### src/rtl/disp_pkg.sv
`default_nettype none
// ============================================================================
// Package     : disp_pkg
// Description : Shared types and constants for the three-digit display
//               scanner (slot state, digit index, blank segment pattern).
// Revision    : 1.0 - initial release
// ============================================================================
package disp_pkg;

  // Per-slot phase: all digits dark, then the active digit lit.
  typedef enum logic [0:0] {
    GUARD = 1'b0,
    ON    = 1'b1
  } state_t;

  // Digit index runs 1..3; the value 0 is never used.
  typedef logic [1:0] digit_idx_t;

  localparam digit_idx_t DIG1 = 2'd1;
  localparam digit_idx_t DIG2 = 2'd2;
  localparam digit_idx_t DIG3 = 2'd3;

  // Active-low segments, all off.
  localparam logic [6:0] SEG_OFF = 7'h7F;

endpackage
`default_nettype wire

### src/rtl/seg7_hex.sv
`default_nettype none
// ============================================================================
// Module      : seg7_hex
// Description : Combinational 4-bit hex to 7-segment decoder, active-low,
//               segments a..g on bit0..bit6.
// Ports       : hex_i [3:0] value to show
//               seg_o [6:0] active-low segment pattern
// Revision    : 1.0 - initial release
// ============================================================================
module seg7_hex (
  input  logic [3:0] hex_i,
  output logic [6:0] seg_o
);

  always_comb begin
    seg_o = 7'h7F;
    case (hex_i)
      4'h0: seg_o = 7'h40;
      4'h1: seg_o = 7'h79;
      4'h2: seg_o = 7'h24;
      4'h3: seg_o = 7'h30;
      4'h4: seg_o = 7'h19;
      4'h5: seg_o = 7'h12;
      4'h6: seg_o = 7'h02;
      4'h7: seg_o = 7'h78;
      4'h8: seg_o = 7'h00;
      4'h9: seg_o = 7'h10;
      4'hA: seg_o = 7'h08;
      4'hB: seg_o = 7'h03;
      4'hC: seg_o = 7'h46;
      4'hD: seg_o = 7'h21;
      4'hE: seg_o = 7'h06;
      4'hF: seg_o = 7'h0E;
      default: seg_o = 7'h7F;
    endcase
  end

endmodule
`default_nettype wire

### src/rtl/disp_scan_3d.sv
`default_nettype none
// ============================================================================
// Module      : disp_scan_3d
// Description : Time-multiplexed driver for a three-digit 7-segment display.
//               Each digit slot lasts SCAN_DIV cycles, the first GUARD_CYCLES
//               of which keep every digit dark. New digit values are staged
//               in a pending register and only take effect at the frame
//               boundary (digit 3 -> digit 1), so a frame never mixes values.
// Options     : LEADING_ZERO_BLANK_EN - when defined, leading zero digits
//               (digit 1, and digit 2 if digit 1 is also zero) stay dark.
// Ports       : clk, rst        clock, synchronous active-high reset
//               en              1 = scan, 0 = all digits off
//               upd, d1..d3     load request and hex digit values
//               upd_ack, pend   handshake status
//               rd1..rd3        active-low digit enables
//               seg[6:0]        active-low segments a..g
//               frame_tick      pulse at each frame boundary
// Revision    : 1.0 - initial release
// ============================================================================
module disp_scan_3d #(
  parameter int SCAN_DIV     = 50000,
  parameter int GUARD_CYCLES = 500,
  parameter int CNT_W        = 16
) (
  input  logic       clk,
  input  logic       rst,
  input  logic       en,
  input  logic       upd,
  input  logic [3:0] d1,
  input  logic [3:0] d2,
  input  logic [3:0] d3,
  output logic       upd_ack,
  output logic       pend,
  output logic       rd1,
  output logic       rd2,
  output logic       rd3,
  output logic [6:0] seg,
  output logic       frame_tick
);
  import disp_pkg::*;

  localparam logic [CNT_W-1:0] CNT_LAST  = CNT_W'(SCAN_DIV - 1);
  localparam logic [CNT_W-1:0] GUARD_END = CNT_W'(GUARD_CYCLES);

  state_t            state_q, state_d;
  digit_idx_t        idx_q, idx_d;
  logic [CNT_W-1:0]  cnt_q, cnt_d;
  logic [2:0][3:0]   disp_q, disp_d;   // [0] = digit 1
  logic [2:0][3:0]   pval_q, pval_d;
  logic              pend_q, pend_d;
  logic              ack_q, ack_d;
  logic              tick_q, tick_d;
  logic [2:0]        rd_q, rd_d;       // [0] = rd1
  logic [6:0]        seg_q, seg_d;
  logic              wrap;
  logic [3:0]        cur_hex;
  logic [6:0]        cur_seg;
  logic              blank;

  // Scan sequencing and update handshake.
  always_comb begin
    wrap    = en && (cnt_q == CNT_LAST) && (idx_q == DIG3);
    state_d = state_q;
    idx_d   = idx_q;
    cnt_d   = cnt_q;
    disp_d  = disp_q;
    pval_d  = pval_q;
    pend_d  = pend_q;
    ack_d   = 1'b0;
    tick_d  = wrap;

    if (!en) begin
      state_d = GUARD;
      idx_d   = DIG1;
      cnt_d   = '0;
    end else if (cnt_q == CNT_LAST) begin
      state_d = GUARD;
      cnt_d   = '0;
      idx_d   = (idx_q == DIG3) ? DIG1 : idx_q + 2'd1;
    end else begin
      cnt_d   = cnt_q + CNT_W'(1);
      state_d = (cnt_d >= GUARD_END) ? ON : GUARD;
    end

    // The swap uses the value pending before this edge; an upd sampled on
    // the same edge is staged afterwards and waits for the next boundary.
    if (wrap && pend_q) begin
      disp_d = pval_q;
      pend_d = 1'b0;
      ack_d  = 1'b1;
    end
    if (upd) begin
      pval_d = {d3, d2, d1};
      pend_d = 1'b1;
    end
  end

  // Outputs are computed from the next state so the pins line up with the
  // registered state in the same cycle.
  always_comb begin
    case (idx_d)
      DIG1:    cur_hex = disp_d[0];
      DIG2:    cur_hex = disp_d[1];
      default: cur_hex = disp_d[2];
    endcase
  end

  seg7_hex u_dec (
    .hex_i (cur_hex),
    .seg_o (cur_seg)
  );

  always_comb begin
`ifdef LEADING_ZERO_BLANK_EN
    case (idx_d)
      DIG1:    blank = (disp_d[0] == 4'h0);
      DIG2:    blank = (disp_d[0] == 4'h0) && (disp_d[1] == 4'h0);
      default: blank = 1'b0;
    endcase
`else
    blank = 1'b0;
`endif
    rd_d  = 3'b111;
    seg_d = SEG_OFF;
    if (en && (state_d == ON) && !blank) begin
      seg_d = cur_seg;
      case (idx_d)
        DIG1:    rd_d = 3'b110;
        DIG2:    rd_d = 3'b101;
        default: rd_d = 3'b011;
      endcase
    end
  end

  always_ff @(posedge clk) begin
    if (rst) begin
      state_q <= GUARD;
      idx_q   <= DIG1;
      cnt_q   <= '0;
      disp_q  <= '0;
      pval_q  <= '0;
      pend_q  <= 1'b0;
      ack_q   <= 1'b0;
      tick_q  <= 1'b0;
      rd_q    <= 3'b111;
      seg_q   <= SEG_OFF;
    end else begin
      state_q <= state_d;
      idx_q   <= idx_d;
      cnt_q   <= cnt_d;
      disp_q  <= disp_d;
      pval_q  <= pval_d;
      pend_q  <= pend_d;
      ack_q   <= ack_d;
      tick_q  <= tick_d;
      rd_q    <= rd_d;
      seg_q   <= seg_d;
    end
  end

  assign rd1        = rd_q[0];
  assign rd2        = rd_q[1];
  assign rd3        = rd_q[2];
  assign seg        = seg_q;
  assign upd_ack    = ack_q;
  assign pend       = pend_q;
  assign frame_tick = tick_q;

endmodule
`default_nettype wire

### config.mk
export PLATFORM = sky130hd
export DESIGN_NAME = disp_scan_3d
export DESIGN_NICKNAME = d
export VERILOG_FILES = /design/src/rtl/disp_pkg.sv /design/src/rtl/seg7_hex.sv /design/src/rtl/disp_scan_3d.sv
export SDC_FILE = /design/constraint.sdc
export NUM_CORES = 1
export LEC_CHECK = 0
export ABC_AREA = 1
export CAP_MARGIN = 20
export CELL_PAD_IN_SITES_DETAIL_PLACEMENT = 0
export CELL_PAD_IN_SITES_GLOBAL_PLACEMENT = 1
export CORE_ASPECT_RATIO = 0.6
export CORE_MARGIN = 2
export CORE_UTILIZATION = 30
export DETAILED_ROUTE_END_ITERATION = 8
export GPL_ROUTABILITY_DRIVEN = 0
export PLACE_DENSITY = 0.65
export SYNTH_ARGS = -nofsm -noshare
export SYNTH_HDL_FRONTEND = slang
export SYNTH_SLANG_ARGS = --single-unit
### constraint.sdc
create_clock -name clk -period 6.6 [get_ports clk]
set_clock_uncertainty 0.05 [all_clocks]
set_input_delay 0.99 -clock clk [delete_from_list [all_inputs] [get_ports clk]]
set_output_delay 0.99 -clock clk [all_outputs]
set_load 0.005 [all_outputs]
Word-level counts from Yosys, hierarchy flattened
Memories as Yosys holds them, arrays and structs flattened. A register that Yosys moved wholly into a read port is not among the register bits. Cells that the tools add are included. W data, S select, Z words.

Register bits after elaboration: 48. Bits in read-only memories: 112. Input port bits: 16. Output and inout port bits: 13. Logic and storage cells: 41. Memories: 1.

$add $sub $neg: 2. Magnitude comparators: 1. Eq/ne operators: 4. Muxes and demuxes: 12. Bitwise logic cells: 2. Reductions and logical operators: 7.

Memories: (name not given) (depth 16, width 7, read ports 1, clocked after memory_dff 1, write ports 0, RTL line seg7_hex.sv:17) `case (hex_i)`.

Operators with widths (count): $add A16 B1 Y16 const B (1); $eq A16 B16 Y1 const B (1); $ge A16 B9 Y1 const B (1); $mux W12 (1); $pmux W4 S2 (1); $mux W1 (6); $mux W2 (3); $pmux W3 S2 (1); $eq A2 B2 Y1 const B (2); $logic_and A1 B1 Y1 (4); $reduce_or A3 Y1 (1); $add A2 B1 Y2 const B (1); $eq A2 B1 Y1 const B (1); $not A1 Y1 (2); $reduce_bool A2 Y1 (1); $reduce_or A2 Y1 (1).

Longest topological paths before layout
Gate-level depths: netlist (run 1).

Word-level depth: 8. Mapped depth: 18.

By module
A second synthesis (run 1) with hierarchy kept.

Cell total of the unflattened synthesis: 419. Area total of the unflattened synthesis: 2897.8 sq um.

Modules (own cells, without submodules): disp_scan_3d (instances 1, cells an instance 370, area each 2623.8 sq um, sequential area each 1101.1 sq um); seg7_hex (instances 1, cells an instance 49, area each 274.0 sq um, sequential area each 0.0 sq um).

Worst setup path after synthesis (run 1)
No wires, ideal clock.

Path kind: register to register. From: register cnt_q[0]. To: register seg_q[3] (netlist: seg[3]). Library setup time: 120 ps. Arrival: 2740 ps. Required time: 6430 ps. Setup slack: 3690 ps. Cell stages (with the launch flop): 18. Clock period less this slack: 2910 ps. Path through: dfxtp_1 -> ha_1 -> nand2_1 -> nor2_2 -> nand3_1 -> nor2_4 -> nor2_1 -> a211oi_1 -> ha_1 -> inv_1 -> nand3_1 -> nand2_1 -> inv_1 -> ha_1 -> nand3_1 -> nand3_1 -> nand2_1 -> nand2_1.

Elaborated cells between the ends (all ways): 18. Classes of those cells: add/sub (1); order compare (1); eq/ne (3); mux (7); bitwise (1); reduce/logical (5).

RTL lines: start, declared (RTL line disp_scan_3d.sv:47) `logic [CNT_W-1:0] cnt_q, cnt_d;`; start signal, assigned (RTL line disp_scan_3d.sv:150) `cnt_q <= cnt_d;`; $eq A16 B16 Y1 * (RTL line disp_scan_3d.sv:76) `end else if (cnt_q == CNT_LAST) begin`; $mux W2 * (RTL line disp_scan_3d.sv:76); $mux W2 * (RTL line disp_scan_3d.sv:72) `if (!en) begin`; via idx_d[1] (RTL line disp_scan_3d.sv:46) `digit_idx_t idx_q, idx_d;`; $eq A2 B2 Y1 or $eq A2 B1 Y1 (tied branches) (RTL line disp_scan_3d.sv:101) `case (idx_d)`; $pmux W4 S2 * (RTL line disp_scan_3d.sv:101); end, declared (RTL line disp_scan_3d.sv:54) `logic [6:0] seg_q, seg_d;`.

The timed path passes the listed nets; every way through them passes the cells marked *. A chain may end at the register's enable or synchronous reset.

Worst setup path in the final report (run 1)
Same ends and word-level chain as after synthesis.

==> results of run 1 <==
-- sequential cells by signal, indices dropped and copies added, names as in the netlist --
name	count
frame_tick	1
cnt_q	16
pend	1
idx_q	2
pval_q	12
disp_q	12
seg	7
rd_q	3
upd_ack	1
-- power by group through the flow --
stage	registers (W)	logic, W	clock network, W
global route	0.000342	0.0000296	0.000307
floorplan	0.000347	0.0000140	0
detailed placement	0.000349	0.0000266	0
CTS	0.000341	0.0000267	0.000292
finish	0.000341	0.0000263	0.000281
global placement	0.000349	0.0000266	0
-- critical path, delay by kind of cell, from the launching register on --
family | cells | cell delay (ns)
buf+inv | 2 | 0.31
simple gates | 11 | 1.27
compound gates | 1 | 0.38
flops | 1 | 0.38
fa+ha+maj | 3 | 0.91
-- synthesized netlist by cell type, types with 2 or more instances --
master / number
inv_2: 4
xor2_1: 9
dfxtp_1: 55
nor2_2: 5
ha_1: 13
nor3_1: 6
a21oi_4: 2
nand3_2: 4
nand2_1: 83
nand4_1: 6
nor3_2: 2
nand2_2: 8
nor2_4: 3
inv_1: 46
nor2_1: 59
clkbuf_1: 5
nand2_4: 3
nand3_1: 39
a21oi_1: 12
o21ai_0: 14
-- metrics by stage --
stage	setup WS, ns	hold WS, ns	util [%]
floorplan	3.69	0.384	-
global placement	2.97	0.395	35.3
detailed placement	2.92	0.406	35.3
CTS	3.19	0.415	37.0
global route	2.80	0.434	37.0
finish	3.16	0.415	37.0
-- routing by layer --
layer,up-vias,global-route usage (%),wire length [µm]
met2,61,18.7,2360
li1,1285,-,-
met3,7,3.57,335
met5,-,0,0
met1,1042,21.9,3880
met4,0,3.87,62
-- layout make-up --
| class | instances | area (µm²) |
|---|---|---|
| clock buffers | 8 | 156 |
| fillers | 978 | 5790 |
| inverters | 51 | 191 |
| multi-input cells | 278 | 1510 |
| flip-flops and latches | 55 | 1100 |
| well taps | 130 | 163 |
| repair buffers | 28 | 280 |
-- logic make-up after synthesis --
kind of cell               synth area share [%]
adders and majority gates                  5.73
buffers and inverters                      8.12
AOI/OAI and AO/OA                          6.53
xor gates and xnor gates                   3.09
and+or+nand+nor                            37.7
DFF                                        38.8
-- worst paths after layout --
path | end | start | slack, ns
worst max register to register | seg[3]$_SDFF_PP1_ | cnt_q[0]$_SDFF_PP0_ | 3.16
worst min register to register | pval_q[4]$_SDFFE_PP0P_ | pval_q[4]$_SDFFE_PP0P_ | 0.42
worst min-delay path | pval_q[4]$_SDFFE_PP0P_ | pval_q[4]$_SDFFE_PP0P_ | 0.42
worst max-delay path | seg[3]$_SDFF_PP1_ | cnt_q[0]$_SDFF_PP0_ | 3.16
==> impl_metrics.env, run 1 <==
export IMPL_cp_max_fo=6
export IMPL_intPower_w=0.000512
export IMPL_syn_inst=392
export IMPL_cp_required_ns=6.73
export IMPL_num_io_pins=29
export IMPL_synth_edf_count=0
export IMPL_postCtsResizedCells=0
export IMPL_routed_wl_um=6640
export IMPL_drtAntennaViolNets=0
export IMPL_min_path_type="reg -> reg"
export IMPL_drc=0
export IMPL_synthFlopType="dfxtp_1"
export IMPL_antenna_found_initial=0
export IMPL_max_cap_violations=0
export IMPL_area_growth_pct=19.8
export IMPL_crit_arrival_ns=3.57
export IMPL_ys_types=34
export IMPL_report_final_setup_viol=0
export IMPL_p_leak_nw=1.40
export IMPL_synth_seq_cells=55
export IMPL_num_nets_final=448
export IMPL_layout_commonest_cell="nand2_1"
export IMPL_slew_headroom_pct=53.2
export IMPL_first_global_vias=2226
export IMPL_synth_area_leaders="dfxtp_1 39%, nand2_1 11%, nor2_1 7.8%, nand3_1 6.9%, inv_1 6.1%"
export IMPL_cts_root_buf="clkbuf_16"
export IMPL_num_vias=2395
export IMPL_via_per_inst=4.35
export IMPL_clk_path_buf_depth=2
export IMPL_worst_slew_pin_slew_ns=0.699
export IMPL_synthArstFlopShare_pct=0
export IMPL_setup_worst_path_start_class="register"
export IMPL_drive_gt1_share_pct=10.0
export IMPL_hold_buffers=0
export IMPL_status="completed"
export IMPL_die_w_um=130
export IMPL_endpoint_kind="register"
export IMPL_rsz0062_at_grt="no"
export IMPL_clock_power_share_pct=43.3
export IMPL_dr_pass1_iters=4
export IMPL_ys_seq_area_share_pct=38.8
export IMPL_ys_warn_count=0
export IMPL_start_util_pct=30.9
export IMPL_placed_cells=542
export IMPL_cts_clk_slew_worst_paths_ns=0.07
export IMPL_total_power_w=0.000648
export IMPL_fin_cells=550
export IMPL_synth_top_area_cell="dfxtp_1"
export IMPL_grt_usage_pct=14.1
export IMPL_power_density_mw_per_mm2=191
export IMPL_power_switching_w=0.000136
export IMPL_placed_area_mm2=0.00324
export IMPL_clock_fmax_mhz=291
export IMPL_grt_pass1_wl_um=11300
export IMPL_cts_setup_buffers=0
export IMPL_cpMaxStageDelayCell="ha_1"
export IMPL_dp_hpwl_um=5140
export IMPL_power_frac_comb_pct=4.1
export IMPL_reg2reg_depth=17
export IMPL_critPathMaxStageDelay_ns=0.40
export IMPL_core_area_mm2=0.00919
export IMPL_avgSynthCellArea_um2=7.24
export IMPL_worstPathCellList="ha_1 > nand2_1 > nor2_2 > nand3_1 > nor2_4 > nor2_1 > a211oi_1 > ha_1 > inv_1 > nand3_1 > nand2_1 > inv_1 > ha_1 > nand3_1 > nand3_1 > nand2_1 > nand2_1"
export IMPL_ir_drop_uv=96.0
export IMPL_min_path_cells=2
export IMPL_layout_common_cells="83 x nand2_1, 59 x nor2_1, 55 x dfxtp_1, 46 x inv_1, 39 x nand3_1"
export IMPL_portBuffers=28
export IMPL_rows=27
export IMPL_synth_fp_nets=421
export IMPL_fin_setup_tns_ns=0
export IMPL_finalCriticalPeriod_ns=3.44
export IMPL_grt_start_max_net_pins=22
export IMPL_clock_sinks=55
export IMPL_n_antenna_cell=0
export IMPL_netlist_area_mm2=0.00284
export IMPL_period_share_pct=52.1
export IMPL_p_sw_share_pct=21.0
export IMPL_htree_num_levels=2
export IMPL_synth_top_area_share_pct=38.8
export IMPL_seqPwrFrac_pct=52.6
export IMPL_fp_dieH_um=79.3
export IMPL_cts_buffers=5
export IMPL_tritoncts="done"
export IMPL_slew_violations=0
export IMPL_worstSkewPairLatency_ns=0.29
export IMPL_critical_path_class="reg -> reg"
export IMPL_grt_overflow=0
export IMPL_final_cell_area_mm2=0.00340
export IMPL_post_drt_wl_per_cell_um=12.1
export IMPL_finalHoldViolCount=0
export IMPL_drtIter0Drc=88
export IMPL_dieArea_mm2=0.0103
Power figures use the tool's default switching activity.
==> inputs of run 2 (changes only) <==
Clock period 6.6 ns to 3.2 ns, I/O delays scaled along.
==> run 2 against run 1 <==
  * Worst hold slack got worse by 0.0037 ns
  * Sequential share of layout area decreased by 0.86 points
  * Register-to-register slack got worse by 2.9 ns
  * First-iteration DRC count increased by 20%
  * Setup slack got worse by 2.9 ns
  * Clock power increased by 130%
  * Via count increased by 1.2%
  * Largest cell class unchanged
==> impl_metrics.env, run 2 (synthesis gave the netlist of run 1 again) <==
export IMPL_drive_gt1_share_pct=12.9
export IMPL_period_share_pct=92.7
export IMPL_dieArea_mm2=0.0103
export IMPL_hold_buffers=0
export IMPL_slew_violations=0
export IMPL_use_met2_pct=18.0
export IMPL_core_area_mm2=0.00919
export IMPL_worstSkewPairLatency_ns=0.30
export IMPL_crit_arrival_ns=3.10
export IMPL_first_global_vias=2221
export IMPL_status="completed"
export IMPL_seq_area_mm2=0.00110
export IMPL_fin_setup_tns_ns=0
export IMPL_grtUsageMet3_pct=3.84
export IMPL_grt_usage_pct=14.3
export IMPL_cp_max_fo=5
export IMPL_drtIter0Drc=106
export IMPL_grt_pass1_wl_um=11400
export IMPL_clock_fmax_mhz=337
export IMPL_cpMaxStageDelayCell="dfxtp_1"
export IMPL_drtAntennaViolNets=0
export IMPL_cts_root_buf="clkbuf_16"
export IMPL_grt_start_max_net_pins=22
export IMPL_finalCriticalPeriod_ns=2.97
export IMPL_setup_worst_path_start_class="register"
export IMPL_start_util_pct=30.9
export IMPL_ir_drop_uv=248
export IMPL_n_antenna_cell=0
export IMPL_tritoncts="done"
export IMPL_routed_wl_um=6740
export IMPL_largestRegisters="cnt_q (16), disp_q (12), pval_q (12)"
export IMPL_htree_num_levels=2
export IMPL_top_register="cnt_q"
export IMPL_num_vias=2424
export IMPL_dr_pass1_iters=5
export IMPL_die_w_um=130
export IMPL_cp_top_family="simple AND/OR/NAND/NOR gates"
export IMPL_final_util_pct=38.0
export IMPL_critPathMaxStageDelay_ns=0.39
export IMPL_clock_sinks=55
export IMPL_grt_overflow=0
export IMPL_drc=0
export IMPL_path_buf_inv=3
export IMPL_clk_path_buf_depth=2
export IMPL_fp_dieH_um=79.3
export IMPL_cp_required_ns=3.33
export IMPL_cts_buffers=5
export IMPL_p_leak_nw=1.45
export IMPL_cts_clk_slew_worst_paths_ns=0.07
export IMPL_layout_commonest_cell="nand2_1"
export IMPL_power_density_mw_per_mm2=403
export IMPL_via_per_inst=4.34
export IMPL_largest_register_ffs=16
export IMPL_finalHoldViolCount=0
export IMPL_max_cap_violations=0
export IMPL_report_final_setup_viol=0
export IMPL_worst_slew_pin_slew_ns=0.532
export IMPL_portBuffers=28
export IMPL_dp_hpwl_um=5310
export IMPL_multiInputGateArea_mm2=0.00152
export IMPL_num_fill_cells=980
export IMPL_num_nets_final=456
export IMPL_min_path_type="reg -> reg"
export IMPL_rows=27
export IMPL_crit_top_cell="nand2_1"
export IMPL_critical_path_class="reg -> reg"
export IMPL_num_io_pins=29
export IMPL_layout_common_cells="82 x nand2_1, 59 x nor2_1, 55 x dfxtp_1, 45 x inv_1, 39 x nand3_1"
export IMPL_area_growth_pct=23.0
export IMPL_post_drt_wl_per_cell_um=12.1
export IMPL_antenna_found_initial=0
export IMPL_met1_usage_pct=22.9
export IMPL_grt_busiest_layer="met1"
export IMPL_worstPathCellList="ha_2 > nand3_2 > nor2_4 > nand2_2 > o211ai_1 > inv_1 > ha_1 > buf_4 > nand2_1 > nand2_2 > inv_1 > ha_1 > nand3_1 > nand3_1 > nand2_1 > nand2_1"
export IMPL_slew_headroom_pct=64.5
export IMPL_endpoint_kind="register"
==> run 2: path summary, 6_finish.rpt <==
path                            slack (ns)  cells past startpoint                    from                      to
worst max-delay path                  0.23                     16     cnt_q[0]$_SDFF_PP0_       seg[3]$_SDFF_PP1_
worst min-delay path                  0.41                      2  pval_q[4]$_SDFFE_PP0P_  pval_q[4]$_SDFFE_PP0P_
worst min register to register        0.41                      2  pval_q[4]$_SDFFE_PP0P_  pval_q[4]$_SDFFE_PP0P_
worst max register to register        0.23                     16     cnt_q[0]$_SDFF_PP0_       seg[3]$_SDFF_PP1_
==> run 2: power by group <==
part           internal [W]  switching (W)  total (W)
combinational     0.0000270      0.0000288  0.0000558
sequential         0.000696     0.00000748   0.000704
clock              0.000390       0.000257   0.000647
==> run 2: area by class of cell <==
cell class                      count  share of cell area (%)
Tap cell                          130                    4.66
Timing Repair Buffer               36                    9.75
Clock buffer                        6                    3.98
Sequential cell                    55                    31.6
Clock inverter                      2                    1.00
Multi-Input combinational cell    278                    43.6
Inverter                           51                    5.49
==> run 2: routing by layer <==
layer / routed length (µm) / vias to the layer above
met5: 0 / -
li1: - / 1302
met1: 3960 / 1064
met3: 378 / 7
met4: 68 / 0
met2: 2330 / 51
==> run 2: what timing repair did <==
action	in CTS	in global routing
setup endpoints to repair	2	7
gates resized for setup	1	4
pin swaps	0	1
buffers inserted	0	2
==> run 2: tightest hold or removal path, cell delays in order (launching register included) <==
cell and delay [ns]:
dfxtp_1 0.30, inv_1 0.06, a21oi_1 0.06
==> run 2: through the flow <==
step / cell area, µm² / worst slack (ns) / power (W) / cells / hold slack, ns
finish: 3490 / 0.234 / 0.00141 / 558 / 0.411
CTS: 3460 / 0.0503 / 0.00143 / 556 / 0.413
global route: 3490 / -0.0100 / 0.00146 / 558 / 0.431
detailed placement: 3290 / 0.0129 / 0.000777 / 548 / 0.403
floorplan: 2840 / 0.290 / 0.000745 / 392 / 0.384
global placement: 3290 / 0.148 / 0.000776 / 548 / 0.398
==> patch (config.mk and constraints of run 2) <==
Build with the macro `LEADING_ZERO_BLANK_EN` defined.
--- a/src/rtl/disp_scan_3d.sv
+++ b/src/rtl/disp_scan_3d.sv
@@ -17,6 +17,8 @@
 //               frame_tick      pulse at each frame boundary
 // Revision    : 1.0 - initial release
 // ============================================================================
+`define LEADING_ZERO_BLANK_EN
+
 module disp_scan_3d #(
   parameter int SCAN_DIV     = 50000,
   parameter int GUARD_CYCLES = 500,
Formal check against the unedited RTL: same outputs for any inputs over 10 cycles, from zero or initial values and one cycle with rst high; that may be too few to reach the edited logic, so the function may still have changed.
==> patch against run 2 <==
- worst setup slack better by 0.10 ns
- combinational power up 11%
- sequential share of layout area is 0.27 points lower
- sequential power about the same
- power decreased by 4.3%
- routed wire length is 8.3% higher
- cell area rose by 0.97%
- synthesized cell count increased by 7.1%
- critical path type unchanged
- sequential cell count stayed put
- synthesized area up 1.3%
==> patch: results (changes against run 2) <==
* M2 GR Usage at 19.16% (was 18.00%)
* Worst slack, placed at 0.1021 ns (was 0.01289 ns)
* Met3 Resource Use GR at 3.753% (was 3.841%)
* Minimum hold slack at 0.4175 ns (was 0.4113 ns)
* Met2 WL at 2397 um (was 2332 um)
* Peak VDD IR at 0.2031 mV (was 0.2482 mV)
* Largest net degree at the start of global routing at 21 (was 22)
* Buffers, non-clock at 37 (was 36)
* Post-DP Area at 0.003352 mm2 (was 0.003286 mm2)
* Met1 usage at 25.61% (was 22.95%)
* Unique masters post-synth at 30 (was 34)
* RR Startpoint: cnt_q[1] (was cnt_q[0])
* Layout cell share with drive strength beyond 1 at 10.50% (was 12.85%)
* Top cells by area, synth: dfxtp_1 (38%), nand2_1 (14%), nor2_1 (8.1%), nand3_1 (7.1%), inv_1 (6.1%) (was dfxtp_1 (39%), nand2_1 (11%), nor2_1 (7.8%), nand3_1 (6.9%), inv_1 (6.1%))
* Dpl hpwl at 5681 um (was 5308 um)
* Status: completed (unchanged)
* Seq/total area at 31.29% (was 31.55%)
* Worst endpoint data arrival time at 3.00 ns (was 3.10 ns)
* Area Overhead vs Synth at 22.59% (was 23.03%)
* Vias post-DR at 2608 (was 2424)
* Inverters at 52 (was 51)
* Hold Path End: pval_q[11] (was pval_q[4])
* Total GRT Usage at 15.44% (was 14.29%)
* Syn_area_per_cell at 6.843 um2 (was 7.236 um2)
* Multi-In Gates at 305 (was 278)
* Fill count at 1005 (was 980)
* Synth cell count leaders: nand2_1 (110), nor2_1 (62), dfxtp_1 (55) (was nand2_1 (83), nor2_1 (59), dfxtp_1 (55))
* Placed insts at 579 (was 548)
* Clk cell area share at 4.332% (was 4.984%)
* Max transition margin at 65.52% (was 64.46%)
* First-pass GRT wire length at 12320 um (was 11390 um)
* Seq pwr at 703 uW (was 704 uW)
* Clkbuf count at 5 (was 6)
* Syn Nets at 448 (was 421)
* Sequential cell count at 55 (unchanged)
* Cts repair resizes at 0 (was 1)
==> patch: cell types whose count changed in the layout (fill, tap and decap cells not counted), moves of 3 or more <==
cell	run 2	this run
nand2_1	82	109
nand4_1	6	14
a21oi_1	12	19
xor2_1	9	2
nor3_1	6	1
nand2_2	9	6
nor2_1	59	62
nor2_4	4	1
==> patch: logic make-up after synthesis <==
family / synth area share, %
XOR/XNOR: 0.9144
buffers and inverters: 7.967
AO/OA/AOI/OAI: 7.836
flip-flops: 38.31
adder cells (fa/ha/maj): 5.224
AND/OR/NAND/NOR: 39.75
==> patch: how the worst max path moves through the flow <==
stage | start | endpoint | slack (ns) | depth (start not counted)
after floorplan | cnt_q[0] | seg[3] | 0.24 | 18
after global placement | cnt_q[0] | seg[3] | 0.23 | 16
after detailed placement | cnt_q[0] | seg[3] | 0.10 | 18
after CTS | cnt_q[0] | seg[3] | 0.08 | 18
after global routing | cnt_q[1] | seg[3] | 0.03 | 18
final | cnt_q[1] | seg[3] | 0.34 | 16
